===== src/rtl/sid_pkg.sv =====
// Shared register map, voice configuration layout and bank unpack helpers
// for the SID register front-end.
package sid_pkg;

  localparam int NUM_VOICES = 3;
  localparam int NUM_REGS   = 25;

  localparam logic [4:0] SID_FREQ_LO  = 5'd0;
  localparam logic [4:0] SID_FREQ_HI  = 5'd1;
  localparam logic [4:0] SID_PW_LO    = 5'd2;
  localparam logic [4:0] SID_PW_HI    = 5'd3;
  localparam logic [4:0] SID_CTRL     = 5'd4;
  localparam logic [4:0] SID_AD       = 5'd5;
  localparam logic [4:0] SID_SR       = 5'd6;
  localparam int         SID_VSTRIDE  = 7;
  localparam logic [4:0] SID_FC_LO    = 5'd21;
  localparam logic [4:0] SID_FC_HI    = 5'd22;
  localparam logic [4:0] SID_RES_FILT = 5'd23;
  localparam logic [4:0] SID_MODE_VOL = 5'd24;
  localparam logic [4:0] SID_POTX     = 5'd25;
  localparam logic [4:0] SID_POTY     = 5'd26;
  localparam logic [4:0] SID_OSC3     = 5'd27;
  localparam logic [4:0] SID_ENV3     = 5'd28;

  typedef logic [NUM_REGS-1:0][7:0] sid_bank_t;

  typedef struct packed {
    logic [15:0] freq;
    logic [11:0] pw;
    logic [7:0]  control;
    logic [7:0]  att_dec;
    logic [7:0]  sus_rel;
  } sid_voice_cfg_t;

  // Voice v occupies seven consecutive registers starting at v*7.
  function automatic sid_voice_cfg_t voice_cfg(input sid_bank_t r, input int v);
    sid_voice_cfg_t c;
    int b;
    b         = v * SID_VSTRIDE;
    c.freq    = {r[b + int'(SID_FREQ_HI)], r[b + int'(SID_FREQ_LO)]};
    c.pw      = {r[b + int'(SID_PW_HI)][3:0], r[b + int'(SID_PW_LO)]};
    c.control = r[b + int'(SID_CTRL)];
    c.att_dec = r[b + int'(SID_AD)];
    c.sus_rel = r[b + int'(SID_SR)];
    return c;
  endfunction

  function automatic logic [10:0] filter_fc(input sid_bank_t r);
    return {r[SID_FC_HI], r[SID_FC_LO][2:0]};
  endfunction

endpackage


===== src/rtl/sid_bus_latch.sv =====
// Floating data-bus model: holds the last driven byte and clears it after
// BUS_HOLD ce_1m ticks without a fresh load.
module sid_bus_latch #(
  parameter int BUS_HOLD = 'h2000
) (
  input  logic       clock,
  input  logic       reset_n,
  input  logic       ce_1m,
  input  logic       load_i,
  input  logic [7:0] value_i,
  output logic [7:0] value_o
);

  localparam int             CW   = $clog2(BUS_HOLD + 1);
  localparam logic [CW-1:0]  HOLD = CW'(BUS_HOLD);

  logic [7:0]    val_q, val_d;
  logic [CW-1:0] cnt_q, cnt_d;

  // A load always wins over a coincident terminal decrement.
  always_comb begin
    val_d = val_q;
    cnt_d = cnt_q;
    if (load_i) begin
      val_d = value_i;
      cnt_d = HOLD;
    end else if (ce_1m && cnt_q != '0) begin
      cnt_d = cnt_q - 1'b1;
      if (cnt_q == CW'(1)) val_d = '0;
    end
  end

  always_ff @(posedge clock or negedge reset_n) begin
    if (!reset_n) begin
      val_q <= '0;
      cnt_q <= '0;
    end else begin
      val_q <= val_d;
      cnt_q <= cnt_d;
    end
  end

  assign value_o = val_q;

endmodule


===== src/rtl/sid_regs.sv =====
// SID register file: shadow/active banks committed on ce_1m, readback mux
// and the floating bus latch.
module sid_regs
  import sid_pkg::*;
#(
  parameter int BUS_HOLD = 'h2000
) (
  input  logic                             clock,
  input  logic                             reset_n,
  input  logic                             ce_1m,
  input  logic                             cs,
  input  logic                             we,
  input  logic [4:0]                       addr,
  input  logic [7:0]                       data_in,
  output logic [7:0]                       data_out,
  output logic [NUM_VOICES-1:0][15:0]      freq,
  output logic [NUM_VOICES-1:0][11:0]      pw,
  output logic [NUM_VOICES-1:0][7:0]       control,
  output logic [NUM_VOICES-1:0][7:0]       att_dec,
  output logic [NUM_VOICES-1:0][7:0]       sus_rel,
  output logic [10:0]                      fc,
  output logic [7:0]                       res_filt,
  output logic [7:0]                       mode_vol,
  input  logic [7:0]                       pot_x,
  input  logic [7:0]                       pot_y,
  input  logic [7:0]                       osc3,
  input  logic [7:0]                       env3
);

  sid_bank_t           shadow_q, shadow_d;
  sid_bank_t           active_q, active_d;
  logic [NUM_REGS-1:0] pend_q, pend_d;
  logic [7:0]          osc3_q, env3_q;
  logic [7:0]          dout_q, dout_d;
  logic [7:0]          latch_val;
  logic [7:0]          rd_val;
  logic                wr, rd, wr_reg, rd_live;

  assign wr      = cs & we;
  assign rd      = cs & ~we;
  assign wr_reg  = wr & (addr <= SID_MODE_VOL);
  assign rd_live = rd & (addr >= SID_POTX) & (addr <= SID_ENV3);

  // Commit uses the pre-write shadow, so a write coincident with ce_1m
  // stays pending until the following strobe.
  always_comb begin
    shadow_d = shadow_q;
    active_d = active_q;
    pend_d   = pend_q;
    if (ce_1m) begin
      for (int i = 0; i < NUM_REGS; i++)
        if (pend_q[i]) active_d[i] = shadow_q[i];
      pend_d = '0;
    end
    if (wr_reg) begin
      shadow_d[addr] = data_in;
      pend_d[addr]   = 1'b1;
    end
  end

  always_comb begin
    case (addr)
      SID_POTX: rd_val = pot_x;
      SID_POTY: rd_val = pot_y;
      SID_OSC3: rd_val = osc3_q;
      SID_ENV3: rd_val = env3_q;
      default:  rd_val = latch_val;
    endcase
    dout_d = rd ? rd_val : dout_q;
  end

  always_ff @(posedge clock or negedge reset_n) begin
    if (!reset_n) begin
      shadow_q <= '0;
      active_q <= '0;
      pend_q   <= '0;
      osc3_q   <= '0;
      env3_q   <= '0;
      dout_q   <= '0;
    end else begin
      shadow_q <= shadow_d;
      active_q <= active_d;
      pend_q   <= pend_d;
      dout_q   <= dout_d;
      if (ce_1m) begin
        osc3_q <= osc3;
        env3_q <= env3;
      end
    end
  end

  sid_bus_latch #(.BUS_HOLD(BUS_HOLD)) u_latch (
    .clock   (clock),
    .reset_n (reset_n),
    .ce_1m   (ce_1m),
    .load_i  (wr | rd_live),
    .value_i (wr ? data_in : rd_val),
    .value_o (latch_val)
  );

  for (genvar v = 0; v < NUM_VOICES; v++) begin : g_voice
    sid_voice_cfg_t cfg;
    assign cfg        = voice_cfg(active_q, v);
    assign freq[v]    = cfg.freq;
    assign pw[v]      = cfg.pw;
    assign control[v] = cfg.control;
    assign att_dec[v] = cfg.att_dec;
    assign sus_rel[v] = cfg.sus_rel;
  end

  assign fc       = filter_fc(active_q);
  assign res_filt = active_q[SID_RES_FILT];
  assign mode_vol = active_q[SID_MODE_VOL];
  assign data_out = dout_q;

endmodule


===== config.mk =====
export PLATFORM = sky130hd
export DESIGN_NAME = sid_regs
export DESIGN_NICKNAME = d
export VERILOG_FILES = /design/src/rtl/sid_pkg.sv /design/src/rtl/sid_bus_latch.sv /design/src/rtl/sid_regs.sv
export SDC_FILE = /design/constraint.sdc
export NUM_CORES = 1
export LEC_CHECK = 0
export ABC_AREA = 1
export CORE_UTILIZATION = 35
export DETAILED_ROUTE_END_ITERATION = 16
export MAX_ROUTING_LAYER = met4
export PLACE_DENSITY = 0.52
export SLEW_MARGIN = 20
export SYNTH_ARGS = -nofsm -noshare
export SYNTH_HDL_FRONTEND = slang
export SYNTH_SLANG_ARGS = --single-unit

===== constraint.sdc =====
create_clock -name clock -period 4.3 [get_ports clock]
set_input_delay 0.86 -clock clock [delete_from_list [all_inputs] [get_ports clock]]
set_output_delay 0.86 -clock clock [all_outputs]
set_load 0.03 [all_outputs]

## After elaboration in Yosys (flattened, before gate mapping)

Cells that the tools add are included.

| storage, ports and cells | value |
|---|---|
| word-level logic and storage cells | 120 |
| output and inout port bits | 191 |
| input port bits | 50 |
| register bits | 454 |

| cells by class | value |
|---|---|
| reduce and logical (&&, ||, !) cells | 31 |
| multiplexer cells | 14 |
| bitwise operators | 8 |
| add/sub/neg operators | 1 |
| eq/ne operators | 5 |
| magnitude comparators | 5 |

Operators by type and width:

| operator | count |
|---|---|
| bitwise mux 200 bit | 1 |
| AND reduction 2 bit | 26 |
| 2-to-1 mux 25 bit | 2 |
| demux 8 bit (select 5 bit) | 1 |
| 2-to-1 mux 8 bit | 5 |
| one-hot mux 8 bit (4 select lines) | 1 |
| 2-to-1 mux 14 bit | 2 |
| OR 25 bit | 1 |
| equality test 5 bit (second input constant) | 4 |
| equality test 14 x 1 -> 1 bit (second input constant) | 1 |
| nonzero test 14 bit | 1 |
| subtractor 14 x 1 -> 14 bit (second input constant) | 1 |
| <= comparator 5 bit (second input constant) | 2 |
| less-than comparator 5 x 6 -> 1 bit (second input constant) | 1 |
| bitwise AND 1 bit | 5 |
| demux 1 bit (select 5 bit) | 1 |
| greater-or-equal comparator 5 x 1 -> 1 bit (second input constant) | 1 |
| greater-or-equal comparator 5 bit (second input constant) | 1 |
| nonzero test 2 bit | 2 |
| logical AND 1 bit | 2 |
| 2-to-1 mux 1 bit | 1 |
| inverter 1 bit | 1 |
| OR 1 bit | 1 |

## Logic depth before layout (Yosys ltp)

Gate-level depths: netlist of run 1.

| logic depth | value |
|---|---|
| depth after elaboration | 7 |
| depth in mapped cells | 12 |
| mapped depth without buffers | 10 |

## Cells and area by module

From an unflattened synthesis of run 1, not the netlist that was laid out.

| second synthesis, totals | value |
|---|---|
| cells, all modules | 1476 |
| area, all modules | 16877.4 sq um |

By module, submodules not included:

| module | sequential area each (sq um) | area each (sq um) | instances | cells an instance |
|---|---|---|---|---|
| sid_regs | 10385.0 | 15647.5 | 1 | 1309 |
| sid_bus_latch | 550.5 | 1229.9 | 1 | 167 |

## Worst setup path after synthesis of run 1

No wires, ideal clock.

| timing | value |
|---|---|
| path type | input to register |
| start point | input port cs |
| end point | register u_latch.cnt_q[11] |
| path buffers | 1 |
| data required time | 4.182 ns |
| library setup time | 0.118 ns |
| stages | 8 |
| setup slack | 2.145 ns |
| arrival | 2.037 ns |
| path through | inv_1 nor2_1 nand4_2 nand2_1 nor2_1 buf_2 nand2_1 nand2_1 |

| on the way | value |
|---|---|
| cells in the longest elaborated chain, start to end | 5 |
| elaborated cells on any way between the ends | 7 |
| those cells by class | mux (1); bitwise (5); reduce/logical (1) |

Ends and longest elaborated chain:

| item | line | RTL |
|---|---|---|
| start, declared | sid_regs.sv:11 | `input logic cs,` |
| bitwise AND 1 bit | sid_regs.sv:40 | `assign rd = cs & ~we;` |
| bitwise AND 1 bit (2 in a row) | sid_regs.sv:42 | `assign rd_live = rd & (addr >= SID_POTX) & (addr <= SID_ENV3);` |
| OR 1 bit (*) | sid_regs.sv:96 | `.load_i (wr \| rd_live),` |
| 2-to-1 mux 14 bit / nonzero test 2 bit (equally long branches) | - |  |
| end signal, assigned | sid_bus_latch.sv:39 | `cnt_q <= cnt_d;` |
| end, declared | sid_bus_latch.sv:18 | `logic [CW-1:0] cnt_q, cnt_d;` |

Every way passes the cells marked *; elsewhere a longest branch is shown, timed or not.
A chain may end at the register's enable or synchronous reset.

## Worst setup path after layout of run 1

| timing | value |
|---|---|
| start point | input port we |
| end point | register shadow_q[42] (netlist name) |

| on the way | value |
|---|---|
| cells in the longest elaborated chain, start to end | 2 |

Ends and longest elaborated chain:

| item | line | RTL |
|---|---|---|
| start, declared | sid_regs.sv:12 | `input logic we,` |
| bitwise AND 1 bit | sid_regs.sv:39 | `assign wr = cs & we;` |
| bitwise AND 1 bit | sid_regs.sv:41 | `assign wr_reg = wr & (addr <= SID_MODE_VOL);` |
| end signal, assigned | sid_regs.sv:81 | `shadow_q <= shadow_d;` |
| end, declared | sid_regs.sv:30 | `sid_bank_t shadow_q, shadow_d;` |

Every way passes these cells.

==> metrics, run 1 <==
P per Cell Area=474.3 nW/um2; final setup fails=0; total power=a little over 10 mW; GR Overflow Total=0; Total GRT Usage=0.1931; count leader, synth=dfrtp_1; crit-path most repeated cell=nand2_1; cts-stage hold buffer count=0; DP HPWL=just under 30 mm; core area=between 40000 and 50000 um2; Vias per Instance=4.834; Setup Buffers After CTS=0; initial DRC count=877; worst-path cell chain=clkdlybuf4s50_1 -> nand2_1 -> nor4_1 -> buf_4 -> nand2_1 -> o21ai_0; cts bufs inserted=47; WL/cell=18.73 um; Commonest cells post-synth=437 x dfrtp_1, 428 x nand2_1, 195 x o21ai_0, 175 x mux2_2, 84 x nor2_1; die area=48870 um2; die width=around 220 um; I/O pin count=approximately 240; DRC viols=0; post-synthesis sequential area ratio=0.6511; synth-to-layout area growth=27.60%; leakage power=10.47 nW; routed via count=approximately 12000; Post-synth EDFFs=0; final wirelength=45.19 mm; gpl congestion=0.8535; Top FF cell, synth=dfrtp_1; # port buffers=240; Final ANT Viol Nets=0; Ys Warns=0; htree depth=2; Post-Route Setup TNS=0 ns; Max VDD drop=0.2432 mV; fill count=approximately 4400; clock-pin slew on the worst setup and hold paths=~0.05 ns; CP Capture Type=flip-flop; fraction of layout cells with a size suffix above 1=0.1547; drt first pass iters=7; CTS resizes=0; RSZ-0062 raised after global routing=no; syn avg cell area=11.07 um2; Clk Latency, worst-skew pair=0.57 ns; Die Span Y=221.1 um; CP Max Fanout=17; Max Fclk=roughly 370 MHz; slowest CP cell=nor4_1; TritonCTS clock tree=yes; required time of the critical path=~4.8 ns; root buf cell=clkbuf_16; #FFs+latches synth=437; Worst-Margin Slew=0.9707 ns; Post-synth ARST share=1.000; first-pass GRT wire length=around 70 mm; largest net degree at the start of global routing=114; MaxCap Viol Count=0; status=complete, no violations; cell area after synthesis=16800 um2; row count=79; Hold Crit Class=primary input to asynchronous set/reset pin; CP max stage delay=approximately 0.60 ns; Clock Skew=0.01794 ns; Syn Nets=1570; final hold violations=0; Final Cycle Share=0.6215; CTS max path bufs=3; post-synth top area cell=dfrtp_1; Synth top area share=0.6511; CTS Sinks=between 400 and 500; fin crit period=approximately 2.7 ns; synth unique cells=24; vias in the first global route=around 12000; initial antenna violation count=1; crit start category=primary input; nets=approximately 1800; Worst slew margin=0.3519; Crit path arrival time=3.15 ns; synth top area cells=dfrtp_1 65%, mux2_2 12%, nand2_1 9.6%, o21ai_0 5.8%, nor2_1 1.9%; starting density of the core=0.3577; Final Max Slew Viols=0; Setup CP Type=primary input to flip-flop; Gate Count Post-Synth=1517
==> layout by cell type, fill, tap and decap left out, types with 4 or more instances in the layout <==
cell type / count
inv_1: 41
clkdlybuf4s50_1: 238
nor2_1: 84
a31oi_1: 8
clkbuf_8: 8
nand2_1: 428
xor2_1: 6
mux2_2: 175
clkinv_2: 4
dfrtp_1: 437
o21ai_0: 195
nand3_1: 62
clkbuf_16: 48
buf_4: 22
clkbuf_1: 14
==> state kept, by name, indices dropped and copies added (netlist names) <==
| signal | cells |
|---|---|
| pw | 36 |
| u_latch.value_o | 8 |
| pend_q | 25 |
| sus_rel | 24 |
| freq | 48 |
| att_dec | 24 |
| env3_q | 8 |
| shadow_q | 183 |
| res_filt | 8 |
| fc | 11 |
| u_latch.cnt_q | 14 |
| control | 24 |
| osc3_q | 8 |
| data_out | 8 |
| mode_vol | 8 |
==> through the flow <==
| step | std cells | area [um2] | utilization | setup slack, ns | hold slack [ns] |
|---|---|---|---|---|---|
| 2_1_floorplan | 1517 | 16800 | - | 2.145 | 0.4422 |
| 3_3_place_gp | 2331 | 19950 | 0.4249 | 0.9935 | 0.4572 |
| 3_5_place_dp | 2331 | 19950 | 0.4249 | 0.9752 | 0.4641 |
| 4_1_cts | 2410 | 21420 | 0.4563 | 1.579 | 0.4206 |
| 5_1_grt | 2411 | 21430 | 0.4564 | 1.446 | 0.4524 |
| 6_report | 2413 | 21430 | 0.4565 | 1.628 | 0.3951 |
==> worst max-delay path: cells and delay by family <==
kind                   cells  cell delay (ns)
and+or+nand+nor            3             1.22
AOI/OAI and AO/OA          1             0.32
buffers and inverters      2             0.74
==> layer usage <==
metal,up-vias,track usage,part of all wire
met1,5802,0.2685,0.48
met2,282,0.2907,0.45
met4,0,0.04376,0.016
met3,51,0.03917,0.049
met5,-,-,0
li1,5530,-,-
==> final timing paths <==
check / from / to / slack, ns / cells after the start
min in group clock: shadow_q[100]$_DFFE_PN0P_ / shadow_q[100]$_DFFE_PN0P_ / 0.48 / 2
setup reg to reg: u_latch.cnt_q[5]$_DFFE_PN0P_ / u_latch.cnt_q[13]$_DFFE_PN0P_ / 2.16 / 9
hold / removal: reset_n / sus_rel[13]$_DFFE_PN0P_ / 0.40 / 1
setup / recovery: we / shadow_q[42]$_DFFE_PN0P_ / 1.63 / 6
max in group asynchronous: reset_n / data_out[4]$_DFFE_PN0P_ / 2.92 / 2
hold reg to reg: shadow_q[100]$_DFFE_PN0P_ / shadow_q[100]$_DFFE_PN0P_ / 0.48 / 2
==> kinds of logic after synthesis <==
group	after synthesis	share of synthesized area
AND/OR/NAND/NOR	590	0.1409
flip-flops	437	0.6511
AO/OA/AOI/OAI	203	0.06108
multiplexers	175	0.1173
buffers and inverters	103	0.02421
XOR/XNOR	6	0.003129
adder cells (fa/ha/maj)	3	0.002235
==> power by group <==
part	leakage (nW)	internal, mW	switching, mW
Clock	0.721	2.30	1.60
Combinational	3.87	0.565	0.911
Sequential	5.88	4.52	0.266
==> area by class of cell <==
type	count	area [um2]	share of cell area
sequential	437	10940	0.5102
multi-input combinational	977	5454	0.2545
timing repair buffer	265	2628	0.1226
clock buffer	70	1364	0.06363
tap	607	759.5	0.03544
inverter	45	171.4	0.007998
clock inverter	9	112.6	0.005254
antenna	3	7.507	0.0003503
Power figures use the tool's default switching activity.
==> inputs of run 2 (changes only) <==
clock period = 2.8 ns   (was 4.3 ns; I/O delays follow)
==> metrics, run 2 (synthesis gave the netlist of run 1 again) <==
status=finished with violations; violated checks=design-rule violations; Hold Crit Class=flip-flop to flip-flop; initial antenna violation count=0; fin util=0.4640; Clock Skew=0.02021 ns; WL/cell=18.76 um; DP Area=roughly 20000 um2; cts-stage hold buffer count=1; final setup fails=0; Setup Buffers After CTS=0; Power Internal=11.58 mW; Worst slew margin=0.5885; worst-path cell chain=clkdlybuf4s50_1; CP Capture Type=primary output; GR Overflow Total=0; nets=1853; I/O pin count=241; starting density of the core=0.3577; MaxCap Viol Count=0; CTS max path bufs=3; largest net degree at the start of global routing=65; vias in the first global route=approximately 12000; Clk Latency, worst-skew pair=0.59 ns; routed via count=approximately 12000; Max Fclk=427.0 MHz; fin area=21780 um2; cts bufs inserted=48; gpl congestion=0.8903; area of the multi-input gates=5454 um2; Final Cycle Share=0.8364; Worst-Margin Slew=0.6155 ns; Crit path arrival time=between 1.5 and 2 ns; initial DRC count=between 700 and 800; Final Max Slew Viols=0; switch share=0.2727; leakage power=10.66 nW; slowest CP cell=clkdlybuf4s50_1; clock-pin slew on the worst setup and hold paths=0.06 ns; most common cell after layout, fill and taps aside=dfrtp_1; synth-to-layout area growth=29.69%; fin crit period=2.342 ns; clock share of power=0.394; final hold violations=0; P per Cell Area=731.2 nW/um2; required time of the critical path=2.24 ns; RSZ-0062 raised after global routing=no; htree depth=2; drt first pass iters=11; # port buffers=240; DP HPWL=30.54 mm; WP buf/inv=1; final wirelength=roughly 46 mm; die area=48870 um2; TritonCTS clock tree=yes; Total GRT Usage=0.1962; root buf cell=clkbuf_16; crit start category=flip-flop; CP max stage delay=0.84 ns; setup ws final=0.4582 ns; Reg area=~11000 um2; Post-Route Setup TNS=0 ns; fraction of layout cells with a size suffix above 1=0.1698; DRC viols=1; CP Max Fanout=2; core area=46950 um2; first-pass GRT wire length=71.55 mm; fill count=between 4000 and 5000; CTS Sinks=approximately 440; Final ANT Viol Nets=0; Setup CP Type=flip-flop to primary output; Post-Place Setup Slack=0.1178 ns; Reg power frac=0.462; die width=221.1 um; Die Span Y=between 200 and 250 um; row count=79; Vias per Instance=4.799; Inserted Diodes=0; combinational share of power=0.145; CTS resizes=0; net switching power=4.344 mW; max reg flops=183; most frequent cells in the layout=437 x dfrtp_1, 428 x nand2_1, 238 x clkdlybuf4s50_1, 195 x o21ai_0, 175 x mux2_2; Max VDD drop=0.3772 mV; Most flops, register=shadow_q; CP delay by family, top=buffers and inverters
==> run 2: worst register-to-register path, delay by kind of cell, from the launching register on <==
kind	cells	cell delay, ns
AND/OR/NAND/NOR	8	0.98
flip-flops	1	0.42
buffers and inverters	2	0.32
==> run 2: final timing paths <==
kind                       slack, ns                             to                    startpoint  cells past startpoint
max in group asynchronous       1.37       shadow_q[40]$_DFFE_PN0P_                       reset_n                      4
setup reg to reg                1.03  u_latch.cnt_q[11]$_DFFE_PN0P_  u_latch.cnt_q[5]$_DFFE_PN0P_                     10
setup / recovery                0.46                    data_out[1]       data_out[1]$_DFFE_PN0P_                      1
hold reg to reg                 0.47          env3_q[0]$_DFFE_PN0P_         env3_q[0]$_DFFE_PN0P_                      2
min in group asynchronous       0.57        control[18]$_DFFE_PN0P_                       reset_n                      2
hold / removal                  0.47          env3_q[0]$_DFFE_PN0P_         env3_q[0]$_DFFE_PN0P_                      2
==> run 2: per-layer routing <==
| layer | part of all wire | global-route usage | vias to the layer above |
|---|---|---|---|
| li1 | - | - | 5597 |
| met1 | 0.48 | 0.2741 | 5770 |
| met2 | 0.46 | 0.2975 | 282 |
| met3 | 0.041 | 0.03413 | 56 |
| met4 | 0.015 | 0.04647 | 0 |
| met5 | 0 | - | - |
==> run 2: cell type report <==
type	instances	share of cell area
clock buffers	69	0.06433
flip-flops and latches	437	0.5020
multi-input cells	977	0.2504
clock inverters	13	0.007410
inverters	45	0.007869
repair buffers	291	0.1331
well taps	607	0.03486
==> run 2: power groups by stage <==
stage	registers, mW	clock network (mW)	logic, mW
after global placement	7.45	0	2.28
final	7.36	6.27	2.30
after global routing	7.43	6.71	2.57
after floorplan	7.65	0	1.08
after detailed placement	7.47	0	2.32
after CTS	7.36	6.44	2.33
==> run 2: through the flow <==
stage               hold slack, ns  power [mW]  instances
CTS                         0.4738       16.13       2439
floorplan                   0.2644       8.732       1517
finish                      0.4745       15.93       2439
detailed placement          0.4593       9.787       2356
global route                0.4925       16.71       2439
global placement            0.4593       9.736       2356
